**src/rtl/instruction_fetch_pkg.sv**
```systemverilog
// Shared MIPS fetch-stage definitions: jump opcodes, default vectors,
// the RUN/ISR state encoding and the next-PC source labels.
package instruction_fetch_pkg;

    localparam logic [5:0]  OP_J   = 6'b000010;
    localparam logic [5:0]  OP_JAL = 6'b000011;

    localparam logic [31:0] DEFAULT_RESET_PC   = 32'h0000_0000;
    localparam logic [31:0] DEFAULT_INT_VECTOR = 32'h0000_0004;
    localparam logic [31:0] DEFAULT_EXC_VECTOR = 32'h0000_0008;

    typedef enum logic {
        RUN = 1'b0,
        ISR = 1'b1
    } fetchState_e;

    typedef enum logic [2:0] {
        SRC_EXC,
        SRC_BRANCH,
        SRC_JREG,
        SRC_INT,
        SRC_HOLD,
        SRC_JUMP,
        SRC_SEQ
    } pcSrc_e;

    function automatic logic [31:0] alignPc(input logic [31:0] addr);
        return {addr[31:2], 2'b00};
    endfunction

    function automatic logic isJump(input logic [5:0] opcode);
        return (opcode == OP_J) || (opcode == OP_JAL);
    endfunction

endpackage

```
**src/rtl/instruction_fetch_pc_next_select.sv**
```systemverilog
// Combinational priority mux choosing the next PC and reporting which
// source won, so the fetch register stage can decide bubble/hold/capture.
module pc_next_select
    import instruction_fetch_pkg::*;
#(
    parameter logic [31:0] INT_VECTOR = DEFAULT_INT_VECTOR,
    parameter logic [31:0] EXC_VECTOR = DEFAULT_EXC_VECTOR
) (
    input  logic [31:0] pc,
    input  logic [31:0] pcPlus4,
    input  logic [31:0] instruction,
    input  logic        stall,
    input  logic        excReq,
    input  logic        branchTaken,
    input  logic [31:0] branchTarget,
    input  logic        jumpReg,
    input  logic [31:0] jumpRegTarget,
    input  logic        irq,
    input  logic        inRun,
    output logic [31:0] nextPc,
    output pcSrc_e      pcSrc
);

    // Redirects from later stages override stall; interrupt entry and
    // the early jump only happen when the front end is free to advance.
    always_comb begin
        nextPc = pcPlus4;
        pcSrc  = SRC_SEQ;
        if (excReq) begin
            nextPc = alignPc(EXC_VECTOR);
            pcSrc  = SRC_EXC;
        end else if (branchTaken) begin
            nextPc = alignPc(branchTarget);
            pcSrc  = SRC_BRANCH;
        end else if (jumpReg) begin
            nextPc = alignPc(jumpRegTarget);
            pcSrc  = SRC_JREG;
        end else if (inRun && irq && !stall) begin
            nextPc = alignPc(INT_VECTOR);
            pcSrc  = SRC_INT;
        end else if (stall) begin
            nextPc = pc;
            pcSrc  = SRC_HOLD;
        end else if (isJump(instruction[31:26])) begin
            nextPc = {pcPlus4[31:28], instruction[25:0], 2'b00};
            pcSrc  = SRC_JUMP;
        end
    end

endmodule

```
**src/rtl/instruction_fetch.sv**
```systemverilog
// MIPS instruction fetch stage: PC, IF/ID pipeline register, EPC and the
// RUN/ISR interrupt state, with next-PC selection in pc_next_select.
module instruction_fetch
    import instruction_fetch_pkg::*;
#(
    parameter logic [31:0] RESET_PC   = DEFAULT_RESET_PC,
    parameter logic [31:0] INT_VECTOR = DEFAULT_INT_VECTOR,
    parameter logic [31:0] EXC_VECTOR = DEFAULT_EXC_VECTOR
) (
    input  logic        clk,
    input  logic        reset,
    output logic [31:0] Address,
    input  logic [31:0] Instruction,
    input  logic        Stall,
    input  logic        Flush,
    input  logic        BranchTaken,
    input  logic [31:0] BranchTarget,
    input  logic        JumpReg,
    input  logic [31:0] JumpRegTarget,
    input  logic        IRQ,
    input  logic        IntReturn,
    input  logic        ExcReq,
    output logic [31:0] IF_ID_Instruction,
    output logic [31:0] IF_ID_PCPlus4,
    output logic        IF_ID_Valid,
    output logic [31:0] EPC,
    output logic        IRQAck
);

    logic [31:0] pc;
    logic [31:0] pcPlus4;
    logic [31:0] nextPc;
    pcSrc_e      pcSrc;
    fetchState_e state;
    fetchState_e stateNext;
    logic        loadBubble;

    assign pcPlus4 = pc + 32'd4;
    assign Address = pc;

    pc_next_select #(
        .INT_VECTOR (INT_VECTOR),
        .EXC_VECTOR (EXC_VECTOR)
    ) u_pc_next_select (
        .pc            (pc),
        .pcPlus4       (pcPlus4),
        .instruction   (Instruction),
        .stall         (Stall),
        .excReq        (ExcReq),
        .branchTaken   (BranchTaken),
        .branchTarget  (BranchTarget),
        .jumpReg       (JumpReg),
        .jumpRegTarget (JumpRegTarget),
        .irq           (IRQ),
        .inRun         (state == RUN),
        .nextPc        (nextPc),
        .pcSrc         (pcSrc)
    );

    // Any redirect squashes the word just fetched; IntReturn only leaves
    // ISR when no entry into ISR is happening in the same cycle.
    always_comb begin
        stateNext  = state;
        loadBubble = Flush;
        case (pcSrc)
            SRC_EXC, SRC_INT: begin
                stateNext  = ISR;
                loadBubble = 1'b1;
            end
            SRC_BRANCH, SRC_JREG: begin
                loadBubble = 1'b1;
            end
            default: ;
        endcase
        if ((pcSrc != SRC_EXC) && (pcSrc != SRC_INT) && (state == ISR) && IntReturn)
            stateNext = RUN;
    end

    always_ff @(posedge clk or negedge reset) begin
        if (!reset) begin
            pc                <= RESET_PC;
            state             <= RUN;
            IF_ID_Instruction <= 32'd0;
            IF_ID_PCPlus4     <= 32'd0;
            IF_ID_Valid       <= 1'b0;
            EPC               <= 32'd0;
            IRQAck            <= 1'b0;
        end else begin
            pc     <= nextPc;
            state  <= stateNext;
            IRQAck <= (pcSrc == SRC_INT);
            if (pcSrc == SRC_INT)
                EPC <= pc;
            if (loadBubble) begin
                IF_ID_Instruction <= 32'd0;
                IF_ID_PCPlus4     <= 32'd0;
                IF_ID_Valid       <= 1'b0;
            end else if (pcSrc != SRC_HOLD) begin
                IF_ID_Instruction <= Instruction;
                IF_ID_PCPlus4     <= pcPlus4;
                IF_ID_Valid       <= 1'b1;
            end
        end
    end

endmodule

```
**config.mk**
```make
export PLATFORM = sky130hd
export DESIGN_NAME = instruction_fetch
export DESIGN_NICKNAME = d
export VERILOG_FILES = /design/src/rtl/instruction_fetch_pkg.sv /design/src/rtl/instruction_fetch_pc_next_select.sv /design/src/rtl/instruction_fetch.sv
export SDC_FILE = /design/constraint.sdc
export NUM_CORES = 1
export LEC_CHECK = 0
export CAP_MARGIN = 20
export CORE_UTILIZATION = 40
export CTS_CLUSTER_SIZE = 28
export DETAILED_ROUTE_END_ITERATION = 7
export PLACE_DENSITY = 0.73
export SLEW_MARGIN = 10
export SYNTH_ARGS = -nofsm -noshare
export SYNTH_HDL_FRONTEND = slang
export SYNTH_SLANG_ARGS = --single-unit
export TNS_END_PERCENT = 50
```
**constraint.sdc**
```tcl
create_clock -name clk -period 2.7 [get_ports clk]
set_clock_uncertainty 0.2 [all_clocks]
set_input_delay 0.675 -clock clk [delete_from_list [all_inputs] [get_ports clk]]
set_output_delay 0.675 -clock clk [all_outputs]
set_load 0.02 [all_outputs]
```
==> results of run 1 <==
[placed cells by master, fill, tap and decap left out, drive strengths merged, types with 4 or more instances in the layout]
cell type,count
a22oi,14
and2,4
nor3,8
nand4,16
a221oi,6
clkbuf,19
o21ai,49
buf,80
nor4,6
clkinv,6
bufinv,5
xor2,8
nor2,30
a211o,11
xnor2,16
a21o,4
a31oi,4
o221ai,13
a21oi,30
nand3,21
or3,6
a221o,8
or4b,4
nand2,54
clkdlybuf4s50,225
conb,4
dfrtp,126
a22o,40
mux2,26
inv,18
[logic make-up after synthesis]
logic type,after synthesis
other,1
muxes,27
buffers and inverters,70
AOI/OAI and AO/OA,198
adders and majority gates,1
DFF,126
xor gates and xnor gates,24
and+or+nand+nor,172
[state kept, by name, indices dropped and copies added (netlist names)]
register,flops
IF_ID_Valid,1
EPC,30
IF_ID_Instruction,32
IF_ID_PCPlus4,31
IRQAck,1
Address,30
state,1
[metal layers]
layer | vias to the layer above | wire (um) | global-route usage
li1 | 2854 | - | -
met1 | 3137 | 9620 | 0.366
met2 | 310 | 11200 | 0.484
met3 | 50 | 1560 | 0.0559
met4 | 0 | 624 | 0.120
met5 | - | 0 | 0
[stage by stage]
stage | hold WS (ns) | util
after detailed placement | 0.269 | 0.611
final | 0.00792 | 0.655
after floorplan | 0.179 | -
after CTS | 0.0156 | 0.654
after global routing | 0.0351 | 0.655
after global placement | 0.265 | 0.611
[layout make-up]
| class | count | area share |
|---|---|---|
| Multi-Input combinational cell | 426 | 0.291 |
| Clock inverter | 13 | 0.0211 |
| Timing Repair Buffer | 305 | 0.296 |
| Sequential cell | 126 | 0.314 |
| Inverter | 17 | 0.00636 |
| Clock buffer | 19 | 0.0451 |
| Tap cell | 211 | 0.0263 |
[power groups by stage]
stage	logic [mW]	registers [mW]	clock network, mW
3_3_place_gp	1.17	2.15	0
4_1_cts	1.19	2.13	2.61
6_report	1.19	2.13	2.58
3_5_place_dp	1.19	2.16	0
2_1_floorplan	0.327	2.32	0
5_1_grt	1.26	2.14	2.70
[path summary, 6_finish.rpt]
| path | end | slack [ns] | cells after the start |
|---|---|---|---|
| worst max-delay path | Address[4] | 0.07 | 6 |
| worst min-delay path | IF_ID_Instruction[23] | 0.008 | 1 |
| worst max register to register | Address[25] | 0.18 | 5 |
| worst min register to register | IF_ID_PCPlus4[16] | 0.28 | 1 |
| max in group asynchronous | Address[5] | 1.65 | 2 |
| min in group clk | IF_ID_PCPlus4[16] | 0.28 | 1 |
[timing repair]
item / 4_1_cts / 5_1_grt
hold buffers: 0 / 0
resized for setup: 0 / 3
setup endpoints to repair: 0 / 4
[critical path, delay by kind of cell]
kind                   cells  cell delay, ns
AOI/OAI and AO/OA          2            0.41
buffers and inverters      1            0.43
muxes                      1            0.30
and+or+nand+nor            2            0.91
==> results.txt, run 1 <==
The xor and xnor area share after synthesis is 0.0332. The arithmetic-cell share of the synthesized area counting full adders, half adders and majority gates came out at 0.00198. The worst min-delay path category is in2async.

The post-layout minimum cycle time came out at 2.63 ns. The number of placed instances, taps included, is 1,085. Clock latency on the worst-skew pair, taken at its later pin, is around 0.42 ns.

The number of nets still failing antenna checks after routing is 0. The count of unique library cells instantiated by Yosys came out at 60. The root buffer cell chosen for the clock tree is sky130_fd_sc_hd__clkbuf_16. Setup repair after global routing left no endpoint under its margin. The achievable frequency came out at 381 MHz. The cell count after synthesis came out at between 600 and 700. The static power due to leakage is roughly 4.3 nW. The number of enable flip-flop cells after synthesis came out at 0. The sequential fraction of the synthesis area is 0.498. The worst path required time is roughly 2.8 ns.

The total wirelength of the detailed-routed design came out at 23,000 um. The post-layout instance count excluding filler cells is 1,117. Dividing the final minimum period by the clock period gives 0.973.

The first detailed-routing pass took 6 iterations. The total half-perimeter wirelength after legalization and detailed placement is between 15,000 and 20,000 um. After synthesis the netlist holds a flip-flop and latch count of roughly 130. 235 I/O pins were placed.

The post-placement cell area came out at 9360 um2. The pre-CTS worst setup slack came out at -0.419 ns. The initial antenna violation count came out at 0. The floorplan step defined a die boundary enclosing 16,300 um2. The final total negative setup slack is 0 ns. The worst setup path is launched from an input port. The count of synthesis-stage warnings from yosys is 0. The clock sink count is roughly 130.

The last weighted congestion value of the routability-driven placer is ~0.87. The synthesized netlist occupies a cell area of about 6300 um2. On the critical path, the stage with the largest delay is an instance of sky130_fd_sc_hd__or4b_4.

The flip-flop and latch area came out at about 3200 um2. In this run the power spent charging and discharging nets is about 1.6 mW. The delay of the slowest cell on the worst path came out at 0.57 ns. The arrival time of data at the critical path endpoint is about 2.7 ns. The post-route standard cell area excluding fillers came out at ~10,000 um2. After synthesis, the most frequently instantiated cells are sky130_fd_sc_hd__dfrtp_1 (126), sky130_fd_sc_hd__nand2_1 (54), sky130_fd_sc_hd__o21ai_0 (49). Of the total power, the share spent switching nets is 0.268. The fraction of final layout cells sized beyond drive strength 1 came out at 0.173.

The tool flagged a number of max-cap violations equal to 0. The max-slew headroom at the worst pin came out at 0.445. The detail-routed via count per cell came out at 5.69. VDD sags by at most 383 uV.

The iteration-0 DRC count of the detailed router came out at around 550. The synthesized-area fraction occupied by and/or/nand/nor cells is 0.144. The width of the die came out at 128 um. STA classifies the critical path endpoint as a register. Cell internal power was estimated by the tool at 4.32 mW. By instance count, the leading cell after synthesis is sky130_fd_sc_hd__dfrtp_1.

TritonCTS built the clock tree. The CTS buffer count came out at 17. The largest net degree at the start of global routing is 52. The highest fanout seen on the critical path came out at 10. The signal on the critical path passes through clkdlybuf4s50_1, or4b_4, or2_4, mux2_2, a221oi_1, o31ai_1. The flow ran to the end, and the final reports show no timing, DRC or antenna violations. The compound-gate portion of the synthesized area was 0.225. The async set-reset flop share out of synthesis is 1.00. The via count of the first global-routing pass is 6,448. The clock share of power is 0.437. The main combinational cell family by area after synthesis is compound AO/OA/AOI/OAI gates. The register clock-pin slew on the reported worst setup and hold paths is 0.06 ns. The maximum root-to-sink buffer count is 2. The number of placement rows came out at 45. The number of nets in the layout is between 900 and 1,000. The number of buffers added on ports is 226. The aggregate global routing overflow is 0. The antenna diode instance count came out at 0. The first-pass GRT wire length is 35,500 um. The largest total area in the synthesized netlist belongs to sky130_fd_sc_hd__dfrtp_1.

For this design the ratio of total power to cell area is roughly 590 nW/um2. In the global route stage, overall resource usage came out at 0.289. The most critical setup path has its startpoint at Instruction[29]. Total power for the finished layout comes to 5.90 mW. By area the synthesized netlist is led by sky130_fd_sc_hd__dfrtp_1 (50%), sky130_fd_sc_hd__a22o_1 (5.5%), sky130_fd_sc_hd__mux2_2 (4.6%). The number of endpoints with negative hold slack in the final report came out at 0. The top cell type's share of synthesized area is 0.498.

The setup path with the least slack is of type in2reg. Measured against the total synthesized area, the mux share comes to 0.0479. For the pin with the worst max-slew slack, the measured transition is 0.828 ns.

The number of inserted filler cells in the final layout is 1,254. The core box area came out at 15,300 um2. The height of the die is 128 um. Dividing the detail-routed wire length by the instance count gives 20.6 um. The via count of the routed design came out at 6,351. The DRC violation count after routing is 0.

The final-report setup violation count is 0. The final count of pins violating max slew came out at 0. The post-route worst setup slack is 0.0720 ns. In this run the critical register-to-register path is launched from Address[13]. The H-tree was split into 4 levels. In the synthesized netlist the dominant register cell turns out to be sky130_fd_sc_hd__dfrtp_1.

The post-synthesis to final-layout area growth is 58.6%. Of the total power, combinational logic draws 0.202. The number of setup buffers added after CTS is 0.

The initial cell density of the core is 0.413. The combined area of the multi-input logic cells came out at a little under 3000 um2. After synthesis, the mean cell area works out to 10.2 um2. The part of the total power dissipated in sequential elements came out at 0.360.
No activity file was read; power rests on OpenSTA's default activity.
==> run 2: changes to the inputs <==
ABC_CLOCK_PERIOD_IN_PS = 2700   (was unset)
CTS_CLUSTER_SIZE = unset   (was 28)
==> results of run 2 <==
Final layout, timing and power as in run 1 (identical DEF).
==> run 3: changes to the inputs <==
REMOVE_ABC_BUFFERS = 1   (was unset)
==> results.txt, run 3 (synthesized netlist as in run 1, its figures left out) <==
The flip-flop count of the largest register, all copies and words added came out at 32. The post-placement cell area came out at roughly 9300 um2. TritonCTS built the clock tree. The critical path is of the in2reg type. The iteration-0 DRC count of the detailed router came out at around 540. Once the clock tree was built, the setup fixing pass inserted 0 buffers. The combinational share of power came out at 0.212. Detailed routing inserted a total of 6,443 vias. The register clock-pin slew on the reported worst setup and hold paths came out at ~0.050 ns. The number of buffers added on ports came out at 226. The arrival time of data at the critical path endpoint is 2.78 ns.

In the layout the commonest cells are sky130_fd_sc_hd__clkdlybuf4s50_1 (224), sky130_fd_sc_hd__dfrtp_1 (126), sky130_fd_sc_hd__buf_4 (71). The initialized floorplan defines 45 standard-cell rows. The wire-length estimate of the detail-placed layout is around 17,000 um. The number of endpoints with negative hold slack in the final report is 0. The largest net degree at the start of global routing is 46. The power density of the placed cells came out at 567 nW/um2. The post-route standard cell area excluding fillers is 9920 um2.

The final count of pins violating max slew is 0. The achievable frequency is between 300 and 400 MHz. The I/O pin count came out at roughly 240.

The width of the die came out at 128 um. The maximum root-to-sink buffer count came out at 2. The via count of the first global-routing pass is 6,458. The initial utilization of the core area, before any placement, comes to 0.413. STA classifies the critical path endpoint as a register. Clock tree synthesis selected as its root buffer the cell sky130_fd_sc_hd__clkbuf_16. At the pin with the least slew margin, the transition time is 0.751 ns. The post-route worst setup slack is 0.0336 ns. The largest registers in the layout are IF_ID_Instruction x32, IF_ID_PCPlus4 x31. The number of violations of the max-capacitance limit came out at 0. The initial antenna violation count came out at 0. Cell internal power was estimated by the tool at 4.11 mW. The register with the highest flop count is IF_ID_Instruction.

The number of inserted filler cells in the final layout came out at 1,260. The core box area came out at 15,300 um2. The pre-CTS worst setup slack came out at -0.562 ns. The run finished with clean final reports. The number of nets in the layout came out at 999. The first global-routing pass estimated 35,800 um of wire.

The slack of the worst reg-to-reg path is 0.21 ns. Registers take 3150 um2. Counting cells, the worst reg-to-reg path comes to 5. The combined area of the multi-input logic cells came out at ~3000 um2. From bottom edge to top edge, the die measures roughly 130 um. The source-to-sink clock delay at the later pin of the worst-skew pair came out at 0.43 ns. Headroom to the max-slew limit came out at 0.500. The final-report setup violation count came out at 0. The post-synthesis to final-layout area growth came out at 56.8%. Using the TritonRoute via totals, the vias-per-cell ratio works out to around 5.8. The min-delay analysis places its worst path in the category reg2reg. Of the cells placed in the final design, the portion with a size suffix greater than 1 is 0.169. Of the total power, the clock network draws 0.410.

Leaving out fill and tap cells, the most frequent cell in the layout is sky130_fd_sc_hd__clkdlybuf4s50_1. Along the worst path, the maximum fanout reaches 11. The worst path required time is 2.81 ns. The aggregate global routing overflow came out at 0. The clock sink count came out at 126. The worst setup path is launched from an input port.

The net switching power came out at 1.51 mW. Of the available clock period, the critical path in the final layout requires 0.988. The share of total power dissipated in sequential elements is 0.378.

The overall routing resource usage is 0.289. The routed wirelength normalized by instance count came out at 20.6 um. The repair_antennas step left the layout with diodes totalling 0. The number of iterations in the first detailed-routing pass came out at 5. For this block, the routed nets add up to 23,000 um of wire.

In this run the remaining antenna-violating nets after routing total 0. In the routed design, unresolved DRC markers number 0. VDD sags by at most 437 uV. The static power due to leakage came out at 4.27 nW.

The share of total power consumed by net switching is 0.268. For the finished layout, the period the worst path requires is 2.67 ns. The number of clock buffers added by TritonCTS is 17.

Along the worst hold path, the cell count comes to 2. The H-tree was split into 4 levels. The die covers 16,300 um2.

At the end of routability-driven placement, the weighted congestion stood at ~0.9.
[run 3: routing by layer]
| metal | part of all wire | track usage | vias up |
|---|---|---|---|
| li1 | - | - | 2848 |
| met1 | 0.43 | 0.383 | 3193 |
| met2 | 0.46 | 0.453 | 348 |
| met3 | 0.081 | 0.0647 | 54 |
| met4 | 0.028 | 0.128 | 0 |
| met5 | 0 | 0 | - |
[run 3: critical path, cell delays in order]
cell,delay [ns]
sky130_fd_sc_hd__clkdlybuf4s50_1,0.43
sky130_fd_sc_hd__or4b_4,0.59
sky130_fd_sc_hd__or2_4,0.34
sky130_fd_sc_hd__buf_4,0.17
sky130_fd_sc_hd__nand2_1,0.21
sky130_fd_sc_hd__o41ai_1,0.11
sky130_fd_sc_hd__a22o_1,0.24
[run 3: final cells by class]
type,instances,share of cell area
multi-input combinational,426,0.295
sequential,126,0.318
inverter,17,0.00643
tap,211,0.0266
clock inverter,7,0.0113
clock buffer,23,0.0472
timing repair buffer,305,0.296
[run 3: metrics by stage]
step	utilization	cells	hold slack (ns)	power, mW	setup TNS, ns
6_report	0.648	1115	0.284	5.62	0
5_1_grt	0.648	1115	0.302	5.84	-0.000938
4_1_cts	0.647	1115	0.287	5.64	0
3_5_place_dp	0.608	1084	0.274	3.34	-17.05
3_3_place_gp	0.607	1083	0.268	3.31	-15.36
2_1_floorplan	-	569	0.179	2.62	-71.93
[run 3: repair_timing]
action                                  in CTS  in global routing
hold buffers                                 1                  0
resized for setup                            2                  2
hold endpoints to repair                    13                  0
endpoints found under the setup margin       5                  2
[run 3: path summary, 6_finish.rpt]
check	startpoint	endpoint
max in group asynchronous	reset	IF_ID_PCPlus4[29]
min in group asynchronous	reset	IF_ID_Instruction[20]
worst max register to register	Address[11]	Address[22]
worst min-delay path	IF_ID_PCPlus4[19]	IF_ID_PCPlus4[19]
worst max-delay path	Instruction[29]	Address[26]
worst min register to register	IF_ID_PCPlus4[19]	IF_ID_PCPlus4[19]
[run 3: power by group through the flow]
stage / combinational, mW / sequential [mW] / clock (mW)
6_report: 1.19 / 2.13 / 2.30
5_1_grt: 1.26 / 2.14 / 2.43
2_1_floorplan: 0.278 / 2.34 / 0
3_5_place_dp: 1.18 / 2.16 / 0
4_1_cts: 1.19 / 2.13 / 2.33
3_3_place_gp: 1.16 / 2.15 / 0
